## src/rtl/ps2_tx_scheduler.sv

```systemverilog
// Queues scan-code bytes and replays them as emulated PS/2 device frames with a fixed idle gap.
// Define PS2_TX_PARITY_EN to send real odd parity; otherwise the parity bit is sent as 0.
module ps2_tx_scheduler #(
    parameter int  DIVISOR    = 5000,
    parameter int  GAP_BITS   = 20,
    parameter int  FIFO_DEPTH = 4,
    localparam int CW         = $clog2(FIFO_DEPTH) + 1
) (
    input  logic          i_clk,
    input  logic          i_rst_n,
    input  logic [7:0]    i_data,
    input  logic          i_valid,
    output logic          o_ready,
    output logic [CW-1:0] o_count,
    output logic          o_ps2_clk,
    output logic          o_ps2_data,
    output logic          o_busy,
    output logic          o_done
);
    localparam int          AW       = $clog2(FIFO_DEPTH);
    localparam logic [31:0] HALF     = 32'(DIVISOR / 2);
    localparam logic [31:0] BIT_LAST = 32'(DIVISOR - 1);
    localparam logic [31:0] GAP_LAST = 32'(GAP_BITS * DIVISOR - 1);
    localparam logic [3:0]  STOP_IDX = 4'd10;

    typedef enum logic [1:0] {
        ST_IDLE,
        ST_LOAD,
        ST_BIT,
        ST_GAP
    } state_t;

    state_t        state_reg, state_next;
    logic [31:0]   cnt_reg, cnt_next;
    logic [3:0]    bit_idx_reg, bit_idx_next;
    logic [10:0]   shift_reg, shift_next;
    logic          ps2_clk_reg, ps2_clk_next;
    logic          ps2_data_reg, ps2_data_next;
    logic          busy_reg, busy_next;
    logic          done_reg, done_next;

    logic [7:0]    mem [FIFO_DEPTH];
    logic [AW-1:0] wr_ptr_reg, rd_ptr_reg;
    logic [CW-1:0] count_reg;
    logic          push;
    logic          pop;
    logic [7:0]    head;
    logic          parity_bit;

    assign o_ready    = (count_reg != CW'(FIFO_DEPTH));
    assign o_count    = count_reg;
    assign o_ps2_clk  = ps2_clk_reg;
    assign o_ps2_data = ps2_data_reg;
    assign o_busy     = busy_reg;
    assign o_done     = done_reg;

    assign push = i_valid && o_ready;
    assign pop  = (state_reg == ST_LOAD);
    assign head = mem[rd_ptr_reg];

`ifdef PS2_TX_PARITY_EN
    assign parity_bit = ~(^head);
`else
    assign parity_bit = 1'b0;
`endif

    always_ff @(posedge i_clk) begin
        if (push) begin
            mem[wr_ptr_reg] <= i_data;
        end
    end

    always_ff @(posedge i_clk or negedge i_rst_n) begin
        if (!i_rst_n) begin
            wr_ptr_reg <= '0;
            rd_ptr_reg <= '0;
            count_reg  <= '0;
        end else begin
            if (push) begin
                wr_ptr_reg <= wr_ptr_reg + AW'(1);
            end
            if (pop) begin
                rd_ptr_reg <= rd_ptr_reg + AW'(1);
            end
            case ({push, pop})
                2'b10:   count_reg <= count_reg + CW'(1);
                2'b01:   count_reg <= count_reg - CW'(1);
                default: count_reg <= count_reg;
            endcase
        end
    end

    always_comb begin
        state_next   = state_reg;
        cnt_next     = cnt_reg;
        bit_idx_next = bit_idx_reg;
        shift_next   = shift_reg;
        case (state_reg)
            ST_IDLE: begin
                if (count_reg != '0) begin
                    state_next = ST_LOAD;
                end
            end
            ST_LOAD: begin
                shift_next   = {1'b1, parity_bit, head, 1'b0};
                cnt_next     = '0;
                bit_idx_next = '0;
                state_next   = ST_BIT;
            end
            ST_BIT: begin
                if (cnt_reg == BIT_LAST) begin
                    cnt_next = '0;
                    if (bit_idx_reg == STOP_IDX) begin
                        state_next = ST_GAP;
                    end else begin
                        bit_idx_next = bit_idx_reg + 4'd1;
                        shift_next   = {1'b1, shift_reg[10:1]};
                    end
                end else begin
                    cnt_next = cnt_reg + 32'd1;
                end
            end
            ST_GAP: begin
                if (cnt_reg == GAP_LAST) begin
                    cnt_next = '0;
                    // Pass straight to LOAD when work is waiting so back-to-back frames
                    // are spaced by the gap plus the single LOAD cycle, nothing more.
                    state_next = (count_reg != '0) ? ST_LOAD : ST_IDLE;
                end else begin
                    cnt_next = cnt_reg + 32'd1;
                end
            end
            default: begin
                state_next = ST_IDLE;
                cnt_next   = '0;
            end
        endcase

        // Outputs are decoded from the next state so they leave the fabric registered.
        ps2_clk_next  = 1'b1;
        ps2_data_next = 1'b1;
        if (state_next == ST_BIT) begin
            ps2_clk_next  = (cnt_next < HALF);
            ps2_data_next = shift_next[0];
        end
        busy_next = (state_next != ST_IDLE);
        done_next = (state_next == ST_BIT) && (bit_idx_next == STOP_IDX) && (cnt_next == BIT_LAST);
    end

    always_ff @(posedge i_clk or negedge i_rst_n) begin
        if (!i_rst_n) begin
            state_reg    <= ST_IDLE;
            cnt_reg      <= '0;
            bit_idx_reg  <= '0;
            shift_reg    <= '1;
            ps2_clk_reg  <= 1'b1;
            ps2_data_reg <= 1'b1;
            busy_reg     <= 1'b0;
            done_reg     <= 1'b0;
        end else begin
            state_reg    <= state_next;
            cnt_reg      <= cnt_next;
            bit_idx_reg  <= bit_idx_next;
            shift_reg    <= shift_next;
            ps2_clk_reg  <= ps2_clk_next;
            ps2_data_reg <= ps2_data_next;
            busy_reg     <= busy_next;
            done_reg     <= done_next;
        end
    end

endmodule
```

## config.mk

```make
export PLATFORM = sky130hd
export DESIGN_NAME = ps2_tx_scheduler
export DESIGN_NICKNAME = d
export VERILOG_FILES = /design/src/rtl/ps2_tx_scheduler.sv
export SDC_FILE = /design/constraint.sdc
export NUM_CORES = 1
export LEC_CHECK = 0
export BUFFER_PORTS_ARGS = -buffer_cell sky130_fd_sc_hd__buf_2
export CORE_ASPECT_RATIO = 0.7
export CORE_UTILIZATION = 40
export CTS_CLUSTER_DIAMETER = 200
export CTS_CLUSTER_SIZE = 12
export DETAILED_ROUTE_END_ITERATION = 12
export PLACE_DENSITY_LB_ADDON = 0.25
export SETUP_SLACK_MARGIN = 0.3
export SKIP_LAST_GASP = 1
export SLEW_MARGIN = 20
export SYNTH_ARGS = -nofsm -noshare
export SYNTH_HDL_FRONTEND = slang
export SYNTH_SLANG_ARGS = --single-unit
```

## constraint.sdc

```tcl
create_clock -name i_clk -period 6 [get_ports i_clk]
set_input_delay 1.2 -clock i_clk [delete_from_list [all_inputs] [get_ports i_clk]]
set_output_delay 1.2 -clock i_clk [all_outputs]
set_load 0.05 [all_outputs]
```

Word-level counts from Yosys, hierarchy flattened:

Memories as Yosys holds them, arrays and structs flattened.
Index checks and enable logic that the tools add are counted.

* add/subtract/negate cells: 6
* magnitude comparators: 1
* eq/ne operators: 14
* mux-type cells: 20
* reductions and logical operators: 9

Operators by type and width (count)
* one-hot mux 32 bit (3 select lines): 1
* equality test 32 x 13 -> 1 bit, second input constant: 2
* 2-to-1 mux 32 bit: 2
* adder 32 x 1 -> 32 bit, second input constant: 1
* equality test 32 x 17 -> 1 bit, second input constant: 1
* less-than comparator 32 x 12 -> 1 bit, second input constant: 1
* 2-to-1 mux 11 bit: 2
* one-hot mux 11 bit (2 select lines): 1
* equality test 2 bit, second input constant: 4
* equality test 4 bit, second input constant: 2
* 2-to-1 mux 2 bit: 4
* 2-to-1 mux 4 bit: 2
* one-hot mux 2 bit (4 select lines): 1
* one-hot mux 4 bit (2 select lines): 1
* one-hot mux 3 bit (2 select lines): 1
* nonzero test 2 bit: 3
* 2-to-1 mux 1 bit: 5
* adder 2 x 1 -> 2 bit, second input constant: 2
* adder 4 x 1 -> 4 bit, second input constant: 1
* equality test 2 x 1 -> 1 bit, second input constant: 2
* inequality test 2 bit, second input constant: 2
* adder 3 x 1 -> 3 bit, second input constant: 1
* logical AND 1 bit: 3
* inequality test 3 bit, second input constant: 1
* 4 further kinds: 4

* register bits: 60
* bits in writable memories: 32
* input port bits: 11
* output and inout bits: 8
* logic and storage cells: 63
* memories kept: 1

Memories
* mem: words 4, bits a word 8, read ports 1, clocked after memory_dff 0, write ports 1, line 42 `logic [7:0] mem [FIFO_DEPTH];`

Longest topological paths before layout:

Gate-level depths: netlist of run 1.

* depth after elaboration: 7
* depth in mapped cells: 10
* gate-level depth less buffers: 10

Worst setup path after synthesis of run 1:

No wires, ideal clock.

* path kind: register to register
* start: register state_reg[0]
* end: register done_reg, in the netlist o_done
* setup time: 107 ps
* arrival time: 2745 ps
* data required time: 5893 ps
* slack: 3148 ps
* stages on the path, launching flop included: 9
* path buffers: 0
* clock period less this slack: 2852 ps
* path through: dfrtp_1 inv_1 ha_1 nand3b_1 or4_4 xnor2_2 or4b_1 or4b_4 a2111oi_4

* longest elaborated chain between the ends: 6
* elaborated cells between the ends (all ways): 16
* classes of those cells: eq/ne (6); mux (7); reduce/logical (3)

Ends and longest elaborated chain
* start, declared: line 33 `state_t state_reg, state_next;`
* start signal, assigned: line 161 `state_reg <= state_next;`
* parallel branches: the longest is 5 deep, another holds one-hot mux 32 bit (3 select lines)
* logical AND 1 bit *: line 147 `done_next = (state_next == ST_BIT) && (bit_idx_next == STOP_IDX) && (cnt_next == BIT_LAST);`
* via done_next: line 40 `logic done_reg, done_next;`
* end signal, assigned: line 168 `done_reg <= done_next;`
* end, declared: line 40

Mark *: on every way through the listed nets, which the timed path passes.
A chain may end at the register's enable or synchronous reset.

Final worst setup path of run 1:

Same ends and word-level chain as after synthesis.

==> results.txt, run 1 <==
----------------------------------------------------
[Placed design]
  Estimated wirelength of the detail-placed design ... 7410 µm
  Final Wtd Congestion ... 0.873
  Number of buffers added on ports ... 18

[Global route]
  First-pass GRT wire length ... 17200 µm
  Sum of overflow across all layers after global routing ... 0
  Number of antenna violations at the first check in global routing ... 0
  Largest net degree at the start of global routing ... 61
  Global-route usage over all layers ... 17.7%
  Vias in the first global route ... 3215

[Run status]
  Result of the run ... completed

[Critical path]
  Worst flop-to-flop path endpoint ... o_done
  Req. time, crit path ... 6.24 ns
  CP Capture Point ... o_done
  Type of origin of the critical path ... register
  Crit path from ... state_reg[0]
  Source of the worst register-to-register timing path ... state_reg[0]
  Maximum fanout encountered on the critical timing path ... 16
  Worst Setup Path Type ... register to register
  Arrival time worst endpoint ... 3.67 ns
  Register-to-Register Path Depth ... 9
  Reg2Reg Setup Slack ... 2.57 ns
  Element type at the critical path end ... register

[STA]
  Measured slew at the worst slew-check pin ... 0.928 ns
  Hold Violations, Final ... 0
  Clock skew after layout ... 0.0101 ns
  Tcrit/Tclk final ... 57.2%
  Worst slew margin relative to its limit ... 37.8%
  Highest clock rate ... 291 MHz
  Setup-failing EPs final ... 0
  Minimum clock period after layout ... 3.43 ns
  Final slew viol count ... 0
  RSZ-0062 raised after global routing ... no
  Total Negative Setup Slacks ... 0 ns

[Finish]
  Top library cells by usage in the layout, fill and taps aside ... sky130_fd_sc_hd__dfrtp_1 (47), sky130_fd_sc_hd__nor2_1 (44), sky130_fd_sc_hd__nand2_1 (34), sky130_fd_sc_hd__edfxtp_1 (32), sky130_fd_sc_hd__xnor2_1 (28)
  Antenna Cells ... 0
  Area growth, synth to finish ... 10.5%
  Net total in the final layout ... 488
  Share of cells above drive strength 1 ... 16.2%
  Filler Cell Count ... 1070
  Leading cell type in the layout, fill and taps excluded ... sky130_fd_sc_hd__dfrtp_1
  Post-Route Utilization ... 45.9%

[Clocking]
  Number of clock buffers inserted by TritonCTS ... 9
  H-tree Lvls ... 3
  Worst-Skew Late Latency ... 0.35 ns
  Clock tree from TritonCTS ... done
  Post_cts resized ... 0
  CTS root buffer ... sky130_fd_sc_hd__clkbuf_16
  Post-CTS Hold Fix Bufs ... 0
  Clock transition at the registers of the reported paths ... 0.07 ns
  Clock sinks ... 92
  Setup fix buffers added after clock tree synthesis ... 0
  Maximum number of buffers from clock root to sink ... 2

[Yosys]
  Register bit count reported by yosys ... 92
  Seq/Total Area, Yosys ... 50.3%
  Post-Syn Area per Cell ... 10.9 µm²
  Most frequently used flop master after synthesis ... sky130_fd_sc_hd__dfrtp_1
  Number of nets in the synthesized netlist ... 477
  Share of synthesized registers carrying an async set or reset ... 65.2%
  Count of distinct cell types in the synthesized netlist ... 64
  Netlist Area Pre-Place ... 4920 µm²
  Yosys warns ... 0
  Number of synthesized flops with an enable pin ... 32
  Instance count of the mapped netlist ... 452

[Routing]
  Total detailed-routing wirelength ... 10300 µm
  Routed length per placed instance ... 16.4 µm
  Pre-Repair DR Iteration Count ... 4
  DR DRC count ... 0
  Initial detailed-routing violation count ... 293
  Residual antenna-violating net count after detailed routing ... 0
  Total via count in the routed design ... 3482
  Drt via density ... 5.57

[Floorplanning]
  Initial Util ... 41.5%
  X dimension of the die ... 135 µm
  Area enclosed by the die boundary ... 12800 µm²
  Total number of placement rows ... 33
  Vertical extent of the die ... 94.8 µm
  Core footprint ... 11900 µm²
  Number of ports placed on the die boundary ... 19

[Flow run]
  Reported max-cap violation count ... 0

[Pwr]
  Worst vdd rail ir drop ... 0.211 mV
  Power density relative to cell area ... 277 nW/µm²
  Leakage power summed over all cells ... 2.13 nW

[Hold path]
  Min-Delay Path Class ... register to register
  Instance count along the most critical hold path ... 2

----------------------------------------------------
[power breakdown]
group          internal (mW)  switching, mW
clock                  0.301          0.279
sequential             0.716         0.0255
combinational         0.0561          0.132
[worst min-delay path by stage]
stage | from | slack (ns) | to
3_3_place_gp | shift_reg[3] | 0.47 | shift_reg[3]
4_1_cts | shift_reg[3] | 0.48 | shift_reg[3]
3_5_place_dp | shift_reg[3] | 0.47 | shift_reg[3]
5_1_grt | shift_reg[6] | 0.51 | shift_reg[6]
2_1_floorplan | shift_reg[2] | 0.46 | shift_reg[2]
6_report | shift_reg[3] | 0.48 | shift_reg[3]
[metrics by stage]
step	hold WS, ns	cells	power (mW)	setup slack [ns]	cell area [µm²]
global placement	0.467	609	0.936	2.80	5130
finish	0.481	625	1.51	2.57	5440
floorplan	0.459	452	0.882	3.15	4920
global route	0.507	625	1.58	2.34	5440
CTS	0.482	625	1.53	2.59	5440
detailed placement	0.471	609	0.946	2.64	5130
[worst max-delay path: stages (launching register included)]
cell,delay (ns)
sky130_fd_sc_hd__dfrtp_1,0.40
sky130_fd_sc_hd__inv_1,0.10
sky130_fd_sc_hd__ha_1,0.41
sky130_fd_sc_hd__and4b_1,0.39
sky130_fd_sc_hd__nand4_1,0.42
sky130_fd_sc_hd__nor3_1,0.50
sky130_fd_sc_hd__mux2i_1,0.23
sky130_fd_sc_hd__and3_1,0.17
sky130_fd_sc_hd__nand4_1,0.27
sky130_fd_sc_hd__a2111oi_4,0.42
[cells in the mapped netlist (all sizes together) (7+ instances only)]
cell	n	area, µm²
mux4	8	180
and3	11	68.8
dfrtp	47	1180
or3	9	57.6
mux2i	7	70.1
edfxtp	32	961
nor2	44	165
dfstp	13	342
nand2	34	128
nor4	12	81.3
o21ai	18	90.1
a21oi	7	35.0
xnor2	29	262
inv	22	82.6
clkbuf	12	45.0
ha	13	163
nor3	12	60.1
a22oi	10	75.1
nand4	14	93.8
buf	9	63.8
nand3	18	95.1
xor2	13	114
[kinds of logic (layout without fill, tap and decap cells)]
group	after synthesis	after routing	synth area share, %
AO/OA/AOI/OAI	57	57	8.23
multiplexers	15	15	5.08
XOR/XNOR	42	42	7.62
buffers and inverters	43	59	3.89
adder cells (fa/ha/maj)	14	14	3.71
flip-flops	92	92	50.3
AND/OR/NAND/NOR	189	189	21.1
[area by class of cell]
class                   instances  area [µm²]  area share, %
inverters                      22        82.6           1.52
clock inverters                 7        86.3           1.59
flip-flops and latches         92        2480           45.5
clock buffers                   9         225           4.14
multi-input cells             317        2260           41.5
well taps                     157         196           3.61
repair buffers                 21         113           2.07
[routing by layer]
| layer | up-vias | GRT usage [%] | wire [µm] |
|---|---|---|---|
| li1 | 1661 | - | - |
| met1 | 1718 | 28.4 | 5590 |
| met2 | 96 | 22.9 | 4000 |
| met3 | 7 | 4.94 | 633 |
| met4 | 0 | 3.84 | 55 |
| met5 | - | 0 | 0 |
(Power assumes the default switching activity.)
==> run 2: changes to the inputs <==
==> constraint.sdc (replaced) <==
create_clock -name i_clk -period 3.3 [get_ports i_clk]
set_input_delay 0.66 -clock i_clk [delete_from_list [all_inputs] [get_ports i_clk]]
set_output_delay 0.66 -clock i_clk [all_outputs]
set_load 0.05 [all_outputs]
==> results.txt, run 2 (synthesized netlist as in run 1, its figures left out) <==
----------------------------------------------------
[Finish]
  Antenna Cells ... 0
  Post-Route Utilization ... 47.5%
  Share of cells above drive strength 1 ... 20.9%
  Top library cells by usage in the layout, fill and taps aside ... sky130_fd_sc_hd__dfrtp_1 (45), sky130_fd_sc_hd__nor2_1 (43), sky130_fd_sc_hd__nand2_1 (34), sky130_fd_sc_hd__edfxtp_1 (32), sky130_fd_sc_hd__xnor2_1 (28)
  Filler Cell Count ... 1098
  Leading cell type in the layout, fill and taps excluded ... sky130_fd_sc_hd__dfrtp_1
  Net total in the final layout ... 504
  Area growth, synth to finish ... 14.3%

[STA]
  Final slew viol count ... 0
  Total Negative Setup Slacks ... 0 ns
  Hold Violations, Final ... 0
  Worst slew margin relative to its limit ... 38.0%
  RSZ-0062 raised after global routing ... yes
  Clock skew after layout ... 0.0101 ns
  Setup-failing EPs final ... 0
  Minimum clock period after layout ... 2.93 ns
  Tcrit/Tclk final ... 88.8%
  Highest clock rate ... 341 MHz
  Measured slew at the worst slew-check pin ... 0.923 ns

[Critical path]
  Worst Setup Path Type ... register to register
  Type of origin of the critical path ... register
  Reg2Reg Setup Slack ... 0.37 ns
  Arrival time worst endpoint ... 3.18 ns
  Maximum fanout encountered on the critical timing path ... 5
  Source of the worst register-to-register timing path ... state_reg[0]
  Element type at the critical path end ... register
  Worst flop-to-flop path endpoint ... o_done
  Req. time, crit path ... 3.55 ns
  Register-to-Register Path Depth ... 9

[Pwr]
  Leakage power summed over all cells ... 2.22 nW
  Overall power after layout ... 2.74 mW
  Sw frac ... 28.9%
  Clock network fraction of total power ... 38.1%
  Power density relative to cell area ... 487 nW/µm²
  Internal power ... 1.95 mW
  Worst vdd rail ir drop ... 0.436 mV
  Sw Pwr ... 0.793 mW
  Share of power burned in combinational logic ... 12.8%
  Relative contribution of sequential cells to total power ... 49.1%

[Routing]
  Total detailed-routing wirelength ... 11000 µm
  Drt via density ... 5.49
  Total via count in the routed design ... 3518
  Initial detailed-routing violation count ... 301
  DR DRC count ... 0
  Pre-Repair DR Iteration Count ... 5
  Routed length per placed instance ... 17.1 µm
  Residual antenna-violating net count after detailed routing ... 0

[Global route]
  Vias in the first global route ... 3312
  First-pass GRT wire length ... 18000 µm
  Global-route usage over all layers ... 18.7%
  Largest net degree at the start of global routing ... 36
  Number of antenna violations at the first check in global routing ... 0
  Sum of overflow across all layers after global routing ... 0

[Floorplanning]
  Initial Util ... 41.5%
  Total number of placement rows ... 33
  Number of ports placed on the die boundary ... 19
  Core footprint ... 11900 µm²
  Vertical extent of the die ... 94.8 µm
  Area enclosed by the die boundary ... 12800 µm²
  X dimension of the die ... 135 µm

[Clocking]
  H-tree Lvls ... 3
  Maximum number of buffers from clock root to sink ... 2
  Number of clock buffers inserted by TritonCTS ... 9
  Clock transition at the registers of the reported paths ... 0.07 ns
  Worst-Skew Late Latency ... 0.35 ns
  CTS root buffer ... sky130_fd_sc_hd__clkbuf_16
  Post-CTS Hold Fix Bufs ... 0
  Clock sinks ... 92
  Clock tree from TritonCTS ... done

[Placed design]
  Final Wtd Congestion ... 0.920
  Number of buffers added on ports ... 18
  Estimated wirelength of the detail-placed design ... 8030 µm

[Flow run]
  Reported max-cap violation count ... 0

[Hold path]
  Min-Delay Path Class ... primary input to async pin

[Run status]
  Result of the run ... completed

----------------------------------------------------
-- run 2: critical path, stage by stage (launching register included) --
cell and delay [ns]:
sky130_fd_sc_hd__dfrtp_1 0.36, sky130_fd_sc_hd__inv_1 0.09, sky130_fd_sc_hd__ha_2 0.22, sky130_fd_sc_hd__nand4b_1 0.33, sky130_fd_sc_hd__nor2_2 0.24, sky130_fd_sc_hd__and3_1 0.19
sky130_fd_sc_hd__xnor2_1 0.08, sky130_fd_sc_hd__or4b_1 0.51, sky130_fd_sc_hd__or4b_4 0.51, sky130_fd_sc_hd__a2111oi_4 0.32
-- run 2: how the worst max path moves through the flow --
stage                  from     end  slack [ns]  depth (start not counted)
2_1_floorplan  state_reg[0]  o_done        0.45                          8
3_3_place_gp   state_reg[0]  o_done        0.38                          8
3_5_place_dp   state_reg[0]  o_done        0.27                          8
4_1_cts         cnt_reg[19]  o_done        0.33                          7
5_1_grt        state_reg[0]  o_done        0.26                          9
6_report       state_reg[0]  o_done        0.37                          9
-- run 2: what timing repair did --
action / 4_1_cts / 5_1_grt
gates resized for setup: 0 / 13
setup endpoints to repair: 1 / 3
pin swaps: 0 / 4
setup buffers: 2 / 6
-- run 2: stage by stage --
stage          setup WS (ns)  hold WS, ns  area, µm²  instances
5_1_grt                0.258        0.434       5630        641
4_1_cts                0.333        0.408       5510        635
3_5_place_dp           0.274        0.474       5190        617
2_1_floorplan          0.448        0.364       4920        452
3_3_place_gp           0.375        0.467       5190        617
6_report               0.370        0.380       5630        641
-- run 2: per-layer routing --
layer	track usage [%]	vias to the layer above	share of wire (%)
li1	-	1692	-
met1	30.6	1724	55
met2	22.6	92	37
met3	6.12	10	6.8
met4	3.93	0	0.68
met5	0	-	0
-- run 2: power groups by stage --
| stage | Sequential [mW] | Combinational [mW] | Clock (mW) |
|---|---|---|---|
| after CTS | 1.35 | 0.356 | 1.06 |
| after global placement | 1.37 | 0.338 | 0 |
| after detailed placement | 1.37 | 0.355 | 0 |
| after floorplan | 1.42 | 0.179 | 0 |
| final | 1.35 | 0.351 | 1.04 |
| after global routing | 1.36 | 0.382 | 1.11 |
-- run 2: cell type report --
type	instances	area (µm²)	area share, %
well taps	157	196	3.49
inverters	22	82.6	1.47
clock buffers	9	225	4.00
clock inverters	7	81.3	1.45
flip-flops and latches	92	2480	44.1
repair buffers	37	236	4.20
multi-input cells	317	2320	41.3
==> run 3: changes to the inputs <==
--- a/config.mk
+++ b/config.mk
@@ -9,9 +9,9 @@
 export CORE_ASPECT_RATIO = 0.7
 export CORE_UTILIZATION = 40
 export CTS_CLUSTER_DIAMETER = 200
-export CTS_CLUSTER_SIZE = 12
 export DETAILED_ROUTE_END_ITERATION = 12
 export PLACE_DENSITY_LB_ADDON = 0.25
+export RECOVER_POWER = 50
 export SETUP_SLACK_MARGIN = 0.3
 export SKIP_LAST_GASP = 1
 export SLEW_MARGIN = 20
==> results.txt, run 3 (synthesized netlist as in run 1, its figures left out) <==
----------------------------------------------------
[Run status]
  Result of the run ... complete, but fails checks
  Violations in the final reports ... capacitance limit, slew limit

[Finish]
  Area growth, synth to finish ... 13.9%
  Number of non-filler instances in the completed layout ... 641
  Top library cells by usage in the layout, fill and taps aside ... sky130_fd_sc_hd__dfrtp_1 (45), sky130_fd_sc_hd__nor2_1 (43), sky130_fd_sc_hd__nand2_1 (34), sky130_fd_sc_hd__edfxtp_1 (32), sky130_fd_sc_hd__xnor2_1 (28)
  Net total in the final layout ... 504
  Antenna Cells ... 0
  Leading cell type in the layout, fill and taps excluded ... sky130_fd_sc_hd__dfrtp_1
  Share of cells above drive strength 1 ... 18.8%

[Placed design]
  Estimated wirelength of the detail-placed design ... 8030 µm
  Number of buffers added on ports ... 18
  Final Wtd Congestion ... 0.920
  Placed cell count ... 617
  Setup Slack @ Placement ... 0.274 ns

[STA]
  Minimum clock period after layout ... 2.93 ns
  Worst slew margin relative to its limit ... -22.8%
  Total Negative Setup Slacks ... 0 ns
  Tcrit/Tclk final ... 88.8%
  Clock skew after layout ... 0.00993 ns
  RSZ-0062 raised after global routing ... yes
  Setup-failing EPs final ... 0
  Final slew viol count ... 36
  Fin worst setup slack ... 0.369 ns
  Measured slew at the worst slew-check pin ... 1.84 ns
  Highest clock rate ... 341 MHz
  Hold Violations, Final ... 0

[Clocking]
  Number of clock buffers inserted by TritonCTS ... 9
  Clock transition at the registers of the reported paths ... 0.07 ns
  Clock sinks ... 92
  Post-CTS Hold Fix Bufs ... 0
  H-tree Lvls ... 3
  Worst-Skew Late Latency ... 0.35 ns
  Maximum number of buffers from clock root to sink ... 2
  Clock tree from TritonCTS ... done
  CTS root buffer ... sky130_fd_sc_hd__clkbuf_16

[Critical path]
  Arrival time worst endpoint ... 3.18 ns
  Maximum fanout encountered on the critical timing path ... 5
  Req. time, crit path ... 3.55 ns
  Element type at the critical path end ... register
  Worst Setup Path Type ... register to register
  Type of origin of the critical path ... register

[Pwr]
  Sw frac ... 28.9%
  Power density relative to cell area ... 488 nW/µm²
  Clock network fraction of total power ... 38.1%
  Share of power burned in combinational logic ... 12.8%
  Leakage power summed over all cells ... 2.19 nW
  Internal power ... 1.95 mW
  Worst vdd rail ir drop ... 0.435 mV
  Relative contribution of sequential cells to total power ... 49.2%
  Sw Pwr ... 0.791 mW

[Global route]
  Global-route usage over all layers ... 18.7%
  Largest net degree at the start of global routing ... 36
  Number of antenna violations at the first check in global routing ... 0
  First-pass GRT wire length ... 18000 µm
  Vias in the first global route ... 3312
  Sum of overflow across all layers after global routing ... 0

[Routing]
  Length of routed wiring on met1 ... 5960 µm
  Residual antenna-violating net count after detailed routing ... 0
  Total detailed-routing wirelength ... 10900 µm
  Routed length per placed instance ... 17.1 µm
  Topmost layer with routed signal wires ... met4
  Initial detailed-routing violation count ... 308
  Total met3 wirelength after detailed routing ... 835 µm
  Pre-Repair DR Iteration Count ... 5
  Total via count in the routed design ... 3482
  Drt via density ... 5.43
  Met2 wire length ... 4070 µm
  DR DRC count ... 0

[Floorplanning]
  Area enclosed by the die boundary ... 12800 µm²
  X dimension of the die ... 135 µm
  Number of ports placed on the die boundary ... 19
  Core footprint ... 11900 µm²
  Initial Util ... 41.5%
  Vertical extent of the die ... 94.8 µm
  Total number of placement rows ... 33

[Hold path]
  Min-Delay Path Class ... register to register

[Flow run]
  Reported max-cap violation count ... 1

----------------------------------------------------
## run 3: routing by layer
layer / global-route usage [%] / vias up
met2: 22.6 / 92
met4: 3.93 / 0
met3: 6.12 / 8
met5: 0 / -
li1: - / 1691
met1: 30.6 / 1691
## run 3: stage by stage
| step | hold WS, ns | util, % | total power, mW | area [µm²] |
|---|---|---|---|---|
| after floorplan | 0.364 | - | 1.60 | 4920 |
| after global placement | 0.467 | 43.8 | 1.71 | 5190 |
| after detailed placement | 0.474 | 43.8 | 1.72 | 5190 |
| after CTS | 0.408 | 46.5 | 2.77 | 5510 |
| after global routing | 0.494 | 47.3 | 2.85 | 5610 |
| final | 0.482 | 47.3 | 2.74 | 5610 |
## run 3: worst paths after layout
kind | from | endpoint | slack (ns) | cells past startpoint
setup / recovery | state_reg[0] | o_done | 0.37 | 8
hold / removal | shift_reg[6] | shift_reg[6] | 0.48 | 2
setup reg to reg | state_reg[0] | o_done | 0.37 | 8
hold reg to reg | shift_reg[6] | shift_reg[6] | 0.48 | 2
max in group asynchronous | i_rst_n | cnt_reg[0] | 0.97 | 2
min in group asynchronous | i_rst_n | cnt_reg[31] | 0.80 | 1
## run 3: layout make-up
type / count / area [µm²]
fill: 1102 / 6240
sequential: 92 / 2480
multi-input combinational: 317 / 2320
clock buffer: 9 / 225
timing repair buffer: 37 / 219
tap: 157 / 196
inverter: 22 / 82.6
clock inverter: 7 / 81.3
## run 3: repair_timing
item                       in CTS  in global routing
setup endpoints to repair       1                  3
gates resized for setup         0                 13
buffers inserted                2                  6
pin swaps                       0                  4
## run 3: worst max-delay path, cell delays in order, from the launching register on
cell and delay (ns):
sky130_fd_sc_hd__dfrtp_1 0.37, sky130_fd_sc_hd__inv_1 0.09, sky130_fd_sc_hd__ha_2 0.22, sky130_fd_sc_hd__nand3b_1 0.21, sky130_fd_sc_hd__or4_4 0.47, sky130_fd_sc_hd__xnor2_2 0.17
sky130_fd_sc_hd__or4b_1 0.48, sky130_fd_sc_hd__or4b_4 0.51, sky130_fd_sc_hd__a2111oi_4 0.32
## run 3: power by group through the flow
| stage | clock [mW] | combinational, mW | sequential, mW |
|---|---|---|---|
| after floorplan | 0 | 0.179 | 1.42 |
| after global placement | 0 | 0.338 | 1.37 |
| after detailed placement | 0 | 0.355 | 1.37 |
| after CTS | 1.06 | 0.356 | 1.35 |
| after global routing | 1.11 | 0.380 | 1.36 |
| final | 1.04 | 0.349 | 1.35 |
